[config.mk]
export PLATFORM = sky130hd
export DESIGN_NAME = fp_divider
export DESIGN_NICKNAME = d
export VERILOG_FILES = /design/src/rtl/fp_divider.sv
export SDC_FILE = /design/constraint.sdc
export NUM_CORES = 1
export LEC_CHECK = 0
export CORE_MARGIN = 2
export CORE_UTILIZATION = 51
export DETAILED_ROUTE_END_ITERATION = 7
export PLACE_DENSITY_LB_ADDON = 0.05
export SYNTH_ARGS = -nofsm -noshare
export SYNTH_HDL_FRONTEND = slang
export SYNTH_SLANG_ARGS = --single-unit
export TNS_END_PERCENT = 1
[constraint.sdc]
create_clock -name clk -period 3.77 [get_ports clk]
set_input_delay 0.754 -clock clk [delete_from_list [all_inputs] [get_ports clk]]
set_output_delay 0.754 -clock clk [all_outputs]
set_load 0.03 [all_outputs]
[src/rtl/fp_divider.sv]
// fp_divider: iterative IEEE-754 single-precision divider, Q = A / B.
// Restoring division retires RADIX_BITS quotient bits per cycle (1 or 2),
// followed by a single normalize/round/special-case cycle.
// Subnormal inputs are treated as signed zero; subnormal results flush to zero.
// Build option: define FP_DIV_RNE_EN for round-to-nearest-even; otherwise the
// mantissa is truncated toward zero.
module fp_divider #(
    parameter int RADIX_BITS = 1
) (
    input  logic        clk,
    input  logic        rst,
    input  logic        start,
    input  logic [31:0] A,
    input  logic [31:0] B,
    output logic        busy,
    output logic        valid,
    output logic [31:0] Q,
    output logic [3:0]  flags
);

    localparam int          DIV_CYCLES = 26 / RADIX_BITS;
    localparam logic [4:0]  LAST_CYCLE = 5'(DIV_CYCLES - 1);
    localparam logic [31:0] CANON_NAN  = 32'h7FC0_0000;

    typedef enum logic [1:0] {
        IDLE,
        DIVIDE,
        NORM,
        DONE
    } state_t;

    state_t      state;
    state_t      state_next;
    logic        accept;

    logic [31:0] a_q;
    logic [31:0] b_q;
    logic [24:0] rem;
    logic [24:0] rem_next;
    logic [25:0] quo;
    logic [25:0] quo_next;
    logic [4:0]  cnt;
    logic [24:0] mb_ext;

    // Operand classification on the latched operands
    logic [7:0]  exp_a;
    logic [7:0]  exp_b;
    logic        sign;
    logic        a_zero, b_zero, a_inf, b_inf, a_nan, b_nan;

    logic signed [9:0] e_raw;
    logic signed [9:0] e_fin;
    logic [22:0]       mant;
    logic [22:0]       mant_fin;
`ifdef FP_DIV_RNE_EN
    logic              guard;
    logic              sticky;
    logic              round_up;
    logic              carry;
`endif

    logic [31:0] res_q;
    logic [3:0]  res_flags;

    assign exp_a  = a_q[30:23];
    assign exp_b  = b_q[30:23];
    assign sign   = a_q[31] ^ b_q[31];
    assign a_zero = (exp_a == 8'h00);
    assign b_zero = (exp_b == 8'h00);
    assign a_inf  = (exp_a == 8'hFF) && (a_q[22:0] == 23'h0);
    assign b_inf  = (exp_b == 8'hFF) && (b_q[22:0] == 23'h0);
    assign a_nan  = (exp_a == 8'hFF) && (a_q[22:0] != 23'h0);
    assign b_nan  = (exp_b == 8'hFF) && (b_q[22:0] != 23'h0);
    assign mb_ext = {2'b01, b_q[22:0]};

    assign busy  = (state == DIVIDE) || (state == NORM);
    assign valid = (state == DONE);

    // State register
    always_ff @(posedge clk) begin
        // NOTE: sequential state uses non-blocking assignments so every
        // register samples pre-edge values regardless of block ordering.
        if (rst) state <= IDLE;
        else     state <= state_next;
    end

    // Next-state logic; start is only honoured in IDLE and DONE
    always_comb begin
        // NOTE: defaults first so no path through the case infers a latch.
        state_next = state;
        accept     = 1'b0;
        case (state)
            IDLE: begin
                if (start) begin
                    accept     = 1'b1;
                    state_next = DIVIDE;
                end
            end
            DIVIDE: begin
                if (cnt == LAST_CYCLE) state_next = NORM;
            end
            NORM: state_next = DONE;
            DONE: begin
                if (start) begin
                    accept     = 1'b1;
                    state_next = DIVIDE;
                end else begin
                    state_next = IDLE;
                end
            end
            default: state_next = IDLE;
        endcase
    end

    // Operand latch and iteration registers
    always_ff @(posedge clk) begin
        // NOTE: datapath registers are deliberately not reset; they are
        // always loaded on accept before the FSM ever consumes them.
        if (accept) begin
            a_q <= A;
            b_q <= B;
            rem <= {2'b01, A[22:0]};
            quo <= '0;
            cnt <= '0;
        end else if (state == DIVIDE) begin
            rem <= rem_next;
            quo <= quo_next;
            cnt <= cnt + 5'd1;
        end
    end

    // Restoring division step, unrolled RADIX_BITS times per cycle
    always_comb begin
        rem_next = rem;
        quo_next = quo;
        for (int i = 0; i < RADIX_BITS; i++) begin
            if (rem_next >= mb_ext) begin
                rem_next = (rem_next - mb_ext) << 1;
                quo_next = {quo_next[24:0], 1'b1};
            end else begin
                rem_next = rem_next << 1;
                quo_next = {quo_next[24:0], 1'b0};
            end
        end
    end

    // Normalize the quotient, pick the biased exponent, then round
    always_comb begin
        if (quo[25]) begin
            mant  = quo[24:2];
            e_raw = $signed({2'b00, exp_a}) - $signed({2'b00, exp_b}) + 10'sd127;
        end else begin
            mant  = quo[23:1];
            e_raw = $signed({2'b00, exp_a}) - $signed({2'b00, exp_b}) + 10'sd126;
        end
`ifdef FP_DIV_RNE_EN
        guard    = quo[25] ? quo[1] : quo[0];
        sticky   = quo[25] ? (quo[0] | (|rem)) : (|rem);
        round_up = guard & (sticky | mant[0]);
        {carry, mant_fin} = {1'b0, mant} + {23'h0, round_up};
        e_fin    = carry ? e_raw + 10'sd1 : e_raw;
`else
        mant_fin = mant;
        e_fin    = e_raw;
`endif
    end

    // Special cases override the datapath; then exponent range checks
    always_comb begin
        res_q     = {sign, e_fin[7:0], mant_fin};
        res_flags = 4'b0000;
        if (a_nan || b_nan) begin
            res_q = CANON_NAN;
        end else if ((a_zero && b_zero) || (a_inf && b_inf)) begin
            res_q     = CANON_NAN;
            res_flags = 4'b1000;
        end else if (a_inf) begin
            res_q = {sign, 8'hFF, 23'h0};
        end else if (b_zero) begin
            res_q     = {sign, 8'hFF, 23'h0};
            res_flags = 4'b0100;
        end else if (b_inf || a_zero) begin
            res_q = {sign, 31'h0};
        end else if (e_fin >= 10'sd255) begin
            res_q     = {sign, 8'hFF, 23'h0};
            res_flags = 4'b0010;
        end else if (e_fin <= 10'sd0) begin
            res_q     = {sign, 31'h0};
            res_flags = 4'b0001;
        end
    end

    // Result registers, updated once per operation in NORM
    always_ff @(posedge clk) begin
        if (rst) begin
            Q     <= '0;
            flags <= '0;
        end else if (state == NORM) begin
            Q     <= res_q;
            flags <= res_flags;
        end
    end

endmodule

==> results of run 1 <==
==> cells by family after synthesis <==
family          count (synthesis)  share of synthesized area
simple gates                  284                      0.164
compound gates                192                      0.154
flops                         158                      0.478
buf+inv                        79                     0.0404
mux                            59                     0.0700
fa+ha+maj                      43                     0.0647
xor+xnor                       28                     0.0291
==> layer usage <==
layer  vias up  track usage  part of all wire
met5         -            0                 0
met4         0       0.0902             0.028
met3        45       0.0498             0.044
met2       167        0.400              0.51
met1      3116        0.266              0.41
li1       3262            -                 -
==> sequential cells by signal, indices dropped and copies added (netlist names) <==
| signal | flops |
|---|---|
| Q | 32 |
| a_q | 32 |
| b_q | 32 |
| cnt | 5 |
| flags | 4 |
| quo | 26 |
| rem | 25 |
| state | 2 |
==> stage by stage <==
step / setup TNS, ns / utilization / power, mW / setup slack (ns)
floorplan: 0 / - / 6.01 / 0.00498
global placement: 0 / 0.595 / 6.98 / 0.0976
detailed placement: -0.0352 / 0.595 / 7.09 / -0.0199
CTS: 0 / 0.632 / 8.87 / 0.0157
global route: 0 / 0.636 / 9.58 / 0.0347
finish: 0 / 0.636 / 8.91 / 0.211
==> synth_stat cells, types with 10 or more instances <==
cell type	count	share of area
sky130_fd_sc_hd__nor2b_1	11	0.0082
sky130_fd_sc_hd__nand3_1	15	0.0089
sky130_fd_sc_hd__nor2_1	97	0.043
sky130_fd_sc_hd__nand2b_1	10	0.0074
sky130_fd_sc_hd__mux2i_1	59	0.070
sky130_fd_sc_hd__o21ai_0	38	0.023
sky130_fd_sc_hd__a21oi_1	56	0.033
sky130_fd_sc_hd__edfxtp_1	87	0.31
sky130_fd_sc_hd__nand4_1	12	0.0089
sky130_fd_sc_hd__nor4_1	17	0.013
sky130_fd_sc_hd__xnor2_1	16	0.017
sky130_fd_sc_hd__ha_1	42	0.062
sky130_fd_sc_hd__dfxtp_1	71	0.17
sky130_fd_sc_hd__inv_1	46	0.020
sky130_fd_sc_hd__nand2_1	67	0.030
sky130_fd_sc_hd__a211oi_1	15	0.013
sky130_fd_sc_hd__o21ai_2	20	0.021
sky130_fd_sc_hd__nor3_1	19	0.011
sky130_fd_sc_hd__a21o_1	10	0.0089
sky130_fd_sc_hd__xor2_1	12	0.012
sky130_fd_sc_hd__clkbuf_1	24	0.011
==> tightest hold or removal path: stages, from the launching register on <==
cell	delay (ns)
sky130_fd_sc_hd__dfxtp_1	0.33
sky130_fd_sc_hd__nand2_1	0.06
sky130_fd_sc_hd__o21ai_2	0.05
==> worst min-delay path by stage <==
stage / slack (ns) / end / depth (start not counted) / startpoint
final: 0.46 / Q[12] / 2 / Q[12]
after global routing: 0.48 / Q[12] / 2 / Q[12]
after CTS: 0.46 / Q[13] / 2 / Q[13]
after detailed placement: 0.45 / Q[13] / 2 / Q[13]
after global placement: 0.44 / Q[8] / 2 / Q[8]
after floorplan: 0.45 / rem[24] / 2 / rem[24]
==> layout make-up <==
type	count	area [sq um]	area share
Inverter	46	174	0.0167
Tap cell	220	275	0.0265
Multi-Input combinational cell	606	4130	0.397
Sequential cell	158	4040	0.388
Clock inverter	15	171	0.0165
Timing Repair Buffer	118	1180	0.114
Clock buffer	17	425	0.0409
==> power groups by stage <==
stage	sequential [mW]	combinational, mW	clock [mW]
2_1_floorplan	2.71	3.30	0
3_3_place_gp	2.67	4.31	0
3_5_place_dp	2.69	4.40	0
4_1_cts	2.66	4.45	1.76
5_1_grt	2.70	5.05	1.83
6_report	2.65	4.52	1.73
==> cells in the final DEF, fill, tap and decap left out, types with 5 or more instances in the layout <==
| master | instances |
|---|---|
| sky130_fd_sc_hd__a211oi_1 | 14 |
| sky130_fd_sc_hd__a21o_1 | 10 |
| sky130_fd_sc_hd__a21oi_1 | 56 |
| sky130_fd_sc_hd__and3_1 | 6 |
| sky130_fd_sc_hd__buf_4 | 11 |
| sky130_fd_sc_hd__clkbuf_16 | 17 |
| sky130_fd_sc_hd__clkdlybuf4s50_1 | 104 |
| sky130_fd_sc_hd__dfxtp_1 | 70 |
| sky130_fd_sc_hd__edfxtp_1 | 87 |
| sky130_fd_sc_hd__ha_1 | 40 |
| sky130_fd_sc_hd__inv_1 | 45 |
| sky130_fd_sc_hd__inv_8 | 5 |
| sky130_fd_sc_hd__mux2i_1 | 59 |
| sky130_fd_sc_hd__nand2_1 | 66 |
| sky130_fd_sc_hd__nand2b_1 | 10 |
| sky130_fd_sc_hd__nand3_1 | 15 |
| sky130_fd_sc_hd__nand4_1 | 12 |
| sky130_fd_sc_hd__nor2_1 | 97 |
| sky130_fd_sc_hd__nor2b_1 | 10 |
| sky130_fd_sc_hd__nor3_1 | 19 |
| sky130_fd_sc_hd__nor4_1 | 16 |
| sky130_fd_sc_hd__o21a_1 | 9 |
| sky130_fd_sc_hd__o21ai_0 | 37 |
| sky130_fd_sc_hd__o21ai_2 | 21 |
| sky130_fd_sc_hd__xnor2_1 | 16 |
| sky130_fd_sc_hd__xor2_1 | 12 |
==> timing repair <==
action | in CTS | in global routing
hold buffers | 0 | 0
setup endpoints to repair | 4 | 29
pin swaps | 0 | 5
gates resized for setup | 3 | 10
setup buffers | 0 | 1
==> impl.org, run 1 <==
** Yosys
- Yosys mapped the design onto 76 distinct sky130hd cell types.
- Sequential fraction of the synthesis area :: 0.478
- In the synthesized netlist the dominant register cell turns out to be sky130_fd_sc_hd__edfxtp_1.
- Count of mapped cells out of synthesis :: 843
- Async SR Flop Fraction :: 0
- Net count after synthesis :: 953
- Warnings from Yosys :: 0
- The synthesized design contains 87 enable-type register cells.
- Netlist area before placement :: 0.00843 sq mm
- Number of flip-flops and latches in the synthesized netlist :: 158
- Mean instance size in the synthesized netlist :: 10.0 sq um

** Timing
- Across all hold checks on the routed design, the worst slack comes to 0.459 ns.
- Setup Viol. Count Final :: 0
- Post-layout minimum cycle time :: 3.56 ns
- RSZ-0062 raised after global routing :: no
- Worst setup skew after layout :: 0.0124 ns
- Dividing the final minimum period by the clock period gives 0.944.
- Worst slew pin tran :: 0.939 ns
- Based on the critical path, the design can be clocked at up to 0.281 GHz.
- Final Hold Fails :: 0
- Final Max Tran Viols :: 0
- The worst pin sits at a relative slew slack of 0.374.

** Layout
- The number of antenna diodes in the final layout is 0.
- In the final layout, the share of cells above drive strength 1 is 0.103.
- After routing the design area is 0.0104 sq mm.
- Final Net Count :: 1057
- The area growth from synthesis to layout is 23.2%.
- The finished layout holds 1180 standard cells, fillers aside.
- After filler insertion, the fill cell instance count of the layout stands at 1380.

** Placement
- Input and output buffers added on the ports amount to 104.
- Area post-placement :: 0.00972 sq mm
- Placed insts :: 1147
- Summed over all nets, the half-perimeter wirelength after detailed placement is 14200 microns.
- Final Wtd Congestion :: 0.871

** Critical path
- CP Capture Type :: register
- Broken down by cell family, the worst path's largest delay share belongs to simple AND/OR/NAND/NOR gates.
- Sort of element at the start of the critical path :: register
- Cell count of the worst reg-to-reg path :: 14
- Depth of the critical timing path with buffers and inverters included :: 14
- Setup slack on the worst reg-to-reg path comes out at 0.21 ns.
- The critical path ends at flags[1].
- Worst Path Buf+Inv :: 1
- Tracing the worst setup path back leads to its startpoint at a_q[24].
- Reg-to-reg critical path endpoint :: flags[1]
- Among all stages on the critical path, the largest delay is contributed by sky130_fd_sc_hd__edfxtp_1.
- Reg-to-reg startpoint :: a_q[24]
- Along the worst path, the maximum fanout reaches 7.
- Delay of the slowest critical-path stage :: 0.41 ns
- Data arrives at the worst endpoint at 3.92 ns.
- STA puts the critical path data required time at 4.13 ns.
- Critical path cell sequence :: ha_1, nor2b_4, or3_4, nand2_2, ha_2, nand2_4, nor4_4, mux2i_1, nor4_2, xnor2_1, a41oi_2, buf_4, or3b_1, a21oi_1
- The critical path is of the reg -> reg type.

** Routing
- The first TritonRoute pass finished after 8 iterations.
- After detailed routing, the average wire length per cell comes to 16.4 microns.
- In the routed design, unresolved DRC markers number 0.
- Initial detailed-routing violation count :: 287
- The final layout contains routed wiring with a total length of 19300 microns.
- Detailed routing inserted a total of 6590 vias.
- Dividing the detail-routed via count by the number of cells gives 5.58.
- The detail route stage leaves a number of antenna-violating nets equal to 0.

** Worst hold path
- The path class of the tightest hold or removal check is reg -> reg.

** Die
- The initial utilization of the core area, before any placement, comes to 0.516.
- After floorplanning, the core was sized to cover 0.0163 sq mm.
- The floorplan step set the die width to 133 microns.
- In this run the core area contains 47 standard-cell rows.
- Total I/O pin count :: 105
- Measured along the y axis, the die boundary spans 133 microns.
- The die covers 0.0176 sq mm.

** Power
- IR Drop Worst-Case VDD :: 0.491 mV
- Net switching power of the design :: 3.73 mW
- Sw frac :: 0.418
- The share of total power dissipated in sequential elements is 0.298.
- Of the total power, combinational logic draws 0.508.
- Share of total power in the clock network :: 0.195
- Total power divided by cell area :: 857 mW/mm^2
- Static leakage :: 3.88 nW
- Internal Dissipation :: 5.18 mW

** CTS
- The later pin in the worst-skew pair is clocked with a latency of 0.44 ns.
- Clock-pin slew was measured on the worst setup and hold paths at 0.07 ns.
- Number of sinks driven by the clock tree :: 158
- TritonCTS created 17 clock buffers.
- Clock tree from TritonCTS :: yes
- Clock tree root driver cell :: sky130_fd_sc_hd__clkbuf_16
- The H-tree generated during clock tree synthesis spans 4 levels.
- Clock buffer depth :: 2

** GRT
- Number of antenna violations at the first check in global routing :: 0
- Aggregate global-route resource usage :: 0.226
- The number of global-route vias before repair is 6546.
- Final global-route overflow total :: 0
- First-pass GRT wire length :: 31700 microns
- Entering global routing, the biggest net connects 46 pins.

** Run
- Across the run, the number of max-cap violations was 0.

** Outcome
- The run finished with clean final reports.
Power figures use the tool's default switching activity.
==> run 2, diff against run 1 <==
--- a/config.mk
+++ b/config.mk
@@ -7,6 +7,7 @@
 export LEC_CHECK = 0
 export CORE_MARGIN = 2
 export CORE_UTILIZATION = 51
+export CTS_CLUSTER_SIZE = 10
 export DETAILED_ROUTE_END_ITERATION = 7
 export PLACE_DENSITY_LB_ADDON = 0.05
 export SYNTH_ARGS = -nofsm -noshare
==> results of run 2 <==
Same layout as run 1: the final DEF is identical, and so are final timing and power.
==> run 3, diff against run 2 <==
--- a/config.mk
+++ b/config.mk
@@ -9,6 +9,7 @@
 export CORE_UTILIZATION = 51
 export CTS_CLUSTER_SIZE = 10
 export DETAILED_ROUTE_END_ITERATION = 7
+export GPL_ROUTABILITY_DRIVEN = 0
 export PLACE_DENSITY_LB_ADDON = 0.05
 export SYNTH_ARGS = -nofsm -noshare
 export SYNTH_HDL_FRONTEND = slang
==> run 3 against run 2 <==
Total power increased by 0.71%. Routed wire length shrank 0.39%. Via count fell by 0.11%. Cell count down 0.25%. Non-clock buffer count shrank 3. Clock power increased by 5%. Sequential cell count stayed put. Critical path depth stayed put. Fmax down 1.2%. Clock-buffer cell count increased by 2. Critical endpoint is now Q[0]. Largest power group unchanged.
==> impl.org, run 3 (same netlist as run 1, synthesis figures left out) <==
** Die
- Core Area :: 0.0163 sq mm (unchanged)
- The overall die area was 0.0176 sq mm (unchanged).
- The number of primary I/O pins is 105 (unchanged).
- The floorplan die width was 133 microns (unchanged).
- Cell row count :: 47 (unchanged)
- Floorplan die height :: 133 microns (unchanged)
- Initial core utilization :: 0.516 (unchanged)

** CTS
- Post-cts hold buffer count :: 0 (unchanged)
- The H-tree level count is 4 (unchanged).
- The total CTS buffers is 17 (unchanged).
- Clock Latency Late Sink :: 0.42 ns (was 0.44 ns)
- The clock sink total came to 158 (unchanged).
- Clock-pin transition on the worst setup and hold timing paths :: 0.07 ns (about the same)
- The worst-case clock buffer depth is 2 (unchanged).
- Clock tree root driver cell :: sky130_fd_sc_hd__clkbuf_16 (unchanged)
- Clock tree from TritonCTS :: yes (unchanged)
- # Post-CTS Setup Buffers :: 0 (unchanged)

** Routing
- Routed WL :: 19300 microns (about the same)
- DRT Pass-1 Iters :: 5 (was 8)
- Vias post-DR :: 6583 (was 6590)
- Mean number of vias per cell :: 5.59 (was 5.58)
- Final routed wire length divided by cell count :: 16.4 microns (about the same)
- Count of unresolved DRC violations after routing :: 0 (unchanged)
- Number of nets still failing antenna checks after routing :: 0 (unchanged)
- The violation count after the first detailed-routing iteration is 364 (was 287).

** Placement
- The setup slack after placement is -0.0166 ns (was -0.0199 ns).
- The count of buffers inserted at the top-level ports is 104 (unchanged).
- The detailed placement HPWL was 13900 microns (was 14200 microns).

** Timing
- The minimum period implied by the final worst setup slack was 3.60 ns (was 3.56 ns).
- The final period utilization was 0.955 (was 0.944).
- Final Max Tran Viols :: 0 (unchanged)
- The count of final hold-check violations was 0 (unchanged).
- The final count of negative-setup-slack endpoints was 0 (unchanged).
- The worst slew margin relative to its limit is 0.376 (was 0.374).
- Worst Slack Setup Final :: 0.169 ns (was 0.211 ns)
- The slew at the pin closest to its max-slew limit was 0.936 ns (was 0.939 ns).
- Worst setup skew after layout :: 0.00630 ns (was 0.0124 ns)
- RSZ-0062 raised after global routing: no (unchanged).
- The post-route worst hold slack was 0.455 ns (was 0.459 ns).
- Maximum achievable frequency :: 0.278 GHz (was 0.281 GHz)

** GRT
- Via count of the first global-routing pass :: 6444 (was 6546)
- The wire length of the first global-routing pass was 31500 microns (was 31700 microns).
- The global-route congestion overflow total is 0 (unchanged).
- Pin count of the biggest net entering global routing :: 46 (unchanged)
- Aggregate global-route resource usage :: 0.221 (was 0.226)
- The number of antenna violations at the first check in global routing came to 0 (unchanged).

** Power
- The static leakage is 3.86 nW (was 3.88 nW).
- The areal power density over the cells came to 863 mW/mm^2 (was 857 mW/mm^2).
- The maximum VDD drop is 0.520 mV (was 0.491 mV).

** Layout
- Largest registers in the final layout: Q (32), a_q (32), b_q (32) (unchanged).
- The layout net count was 1054 (was 1057).
- The ratio of cells with drive above 1 in the final layout was 0.101 (was 0.103).
- Ant diodes :: 0 (unchanged)
- Number of filler instances in the final layout :: 1427 (was 1380)
- Flip-flop and latch area :: 0.00404 sq mm (unchanged)
- The post-synthesis to final-layout area growth is 23.3% (was 23.2%).
- Leading cell type in the layout, fill and taps excluded :: sky130_fd_sc_hd__clkdlybuf4s50_1 (unchanged)
- Most used cells in the layout excluding fill and tap cells: 104 x sky130_fd_sc_hd__clkdlybuf4s50_1, 97 x sky130_fd_sc_hd__nor2_1, 87 x sky130_fd_sc_hd__edfxtp_1 (unchanged).
- The multi-input combinational cell area is 0.00411 sq mm (was 0.00413 sq mm).

** Run
- Number of violations of the max-capacitance limit :: 0 (unchanged)

** Critical path
- The data arrival at the endpoint of the critical path came to 3.91 ns (was 3.92 ns).
- The sort of element at the start of the critical path was a register (unchanged).
- Largest driver fanout on the critical path :: 11 (was 7)
- The type of element capturing the critical path is a register (unchanged).
- Cell count of the worst reg-to-reg path :: 14 (unchanged)
- Required time reported for the critical path endpoint :: 4.07 ns (was 4.13 ns)
- The start-to-end type of the worst setup path was reg -> reg (unchanged).

** Worst hold path
- HP Class :: reg -> reg (unchanged)
- The cell count of the worst hold path was 2 (unchanged).

** Outcome
- Run status :: complete, no violations (unchanged)
-- run 3: cell types whose count changed in the layout (fill, tap and decap cells not counted), moves of 2 or more --
cell | before | now
sky130_fd_sc_hd__buf_4 | 11 | 8
sky130_fd_sc_hd__clkbuf_16 | 17 | 20
sky130_fd_sc_hd__clkinv_8 | 2 | 0
sky130_fd_sc_hd__inv_8 | 5 | 3
-- run 3: metal layers --
layer  vias to the layer above  part of all wire  GRT usage  wire [microns]
met4                         0             0.013     0.0615             260
met5                         -                 0          0               0
met3                        22             0.032     0.0387             621
li1                       3263                 -          -               -
met1                      3155              0.44      0.271            8420
met2                       143              0.52      0.399            9970
-- run 3: timing repair --
| action | in CTS | in global routing |
|---|---|---|
| resized for setup | 1 | 10 |
| endpoints found under the setup margin | 22 | 29 |
| gates cloned | 0 | 1 |
| endpoints found under the hold margin | 0 | 0 |
| pin swaps | 0 | 1 |
-- run 3: area by class of cell --
type,count,share of cell area
clock buffers,19,0.0457
repair buffers,115,0.112
well taps,220,0.0265
clock inverters,13,0.0153
flip-flops and latches,158,0.388
inverters,46,0.0167
multi-input cells,606,0.395
-- run 3: worst paths after layout --
check | slack (ns) | startpoint | end
worst min register to register | 0.46 | Q[5] | Q[5]
worst max-delay path | 0.17 | a_q[24] | Q[0]
worst max register to register | 0.17 | a_q[24] | Q[0]
worst min-delay path | 0.46 | Q[5] | Q[5]
-- run 3: power breakdown --
| group | total, mW | internal (mW) | switching [mW] |
|---|---|---|---|
| Combinational | 4.50 | 1.79 | 2.71 |
| Clock | 1.82 | 1.08 | 0.740 |
| Sequential | 2.65 | 2.42 | 0.230 |
| Total | 8.97 | 5.29 | 3.68 |
-- run 3: through the flow --
step           std cells  total power [mW]  utilization  TNS (ns)  cell area [sq um]
3_5_place_dp        1144              7.05        0.592   -0.0327               9690
4_1_cts             1176              8.91        0.631         0              10300
5_1_grt             1177              9.62        0.636         0              10400
6_report            1177              8.97        0.636         0              10400
2_1_floorplan        843              6.01            -         0               8430
3_3_place_gp        1144              6.92        0.592         0               9690
-- run 3: critical path: stages, from the launching register on --
cell and delay (ns):
sky130_fd_sc_hd__edfxtp_1 0.40, sky130_fd_sc_hd__ha_1 0.34, sky130_fd_sc_hd__nor2b_2 0.19, sky130_fd_sc_hd__or3_4 0.35, sky130_fd_sc_hd__nand2_2 0.11, sky130_fd_sc_hd__ha_2 0.22, sky130_fd_sc_hd__nand2_4 0.09, sky130_fd_sc_hd__nor4_2 0.29
sky130_fd_sc_hd__mux2i_1 0.24, sky130_fd_sc_hd__nor4_2 0.06, sky130_fd_sc_hd__xnor2_1 0.17, sky130_fd_sc_hd__or4_4 0.59, sky130_fd_sc_hd__nand4_4 0.16, sky130_fd_sc_hd__buf_12 0.16, sky130_fd_sc_hd__o21ai_0 0.10
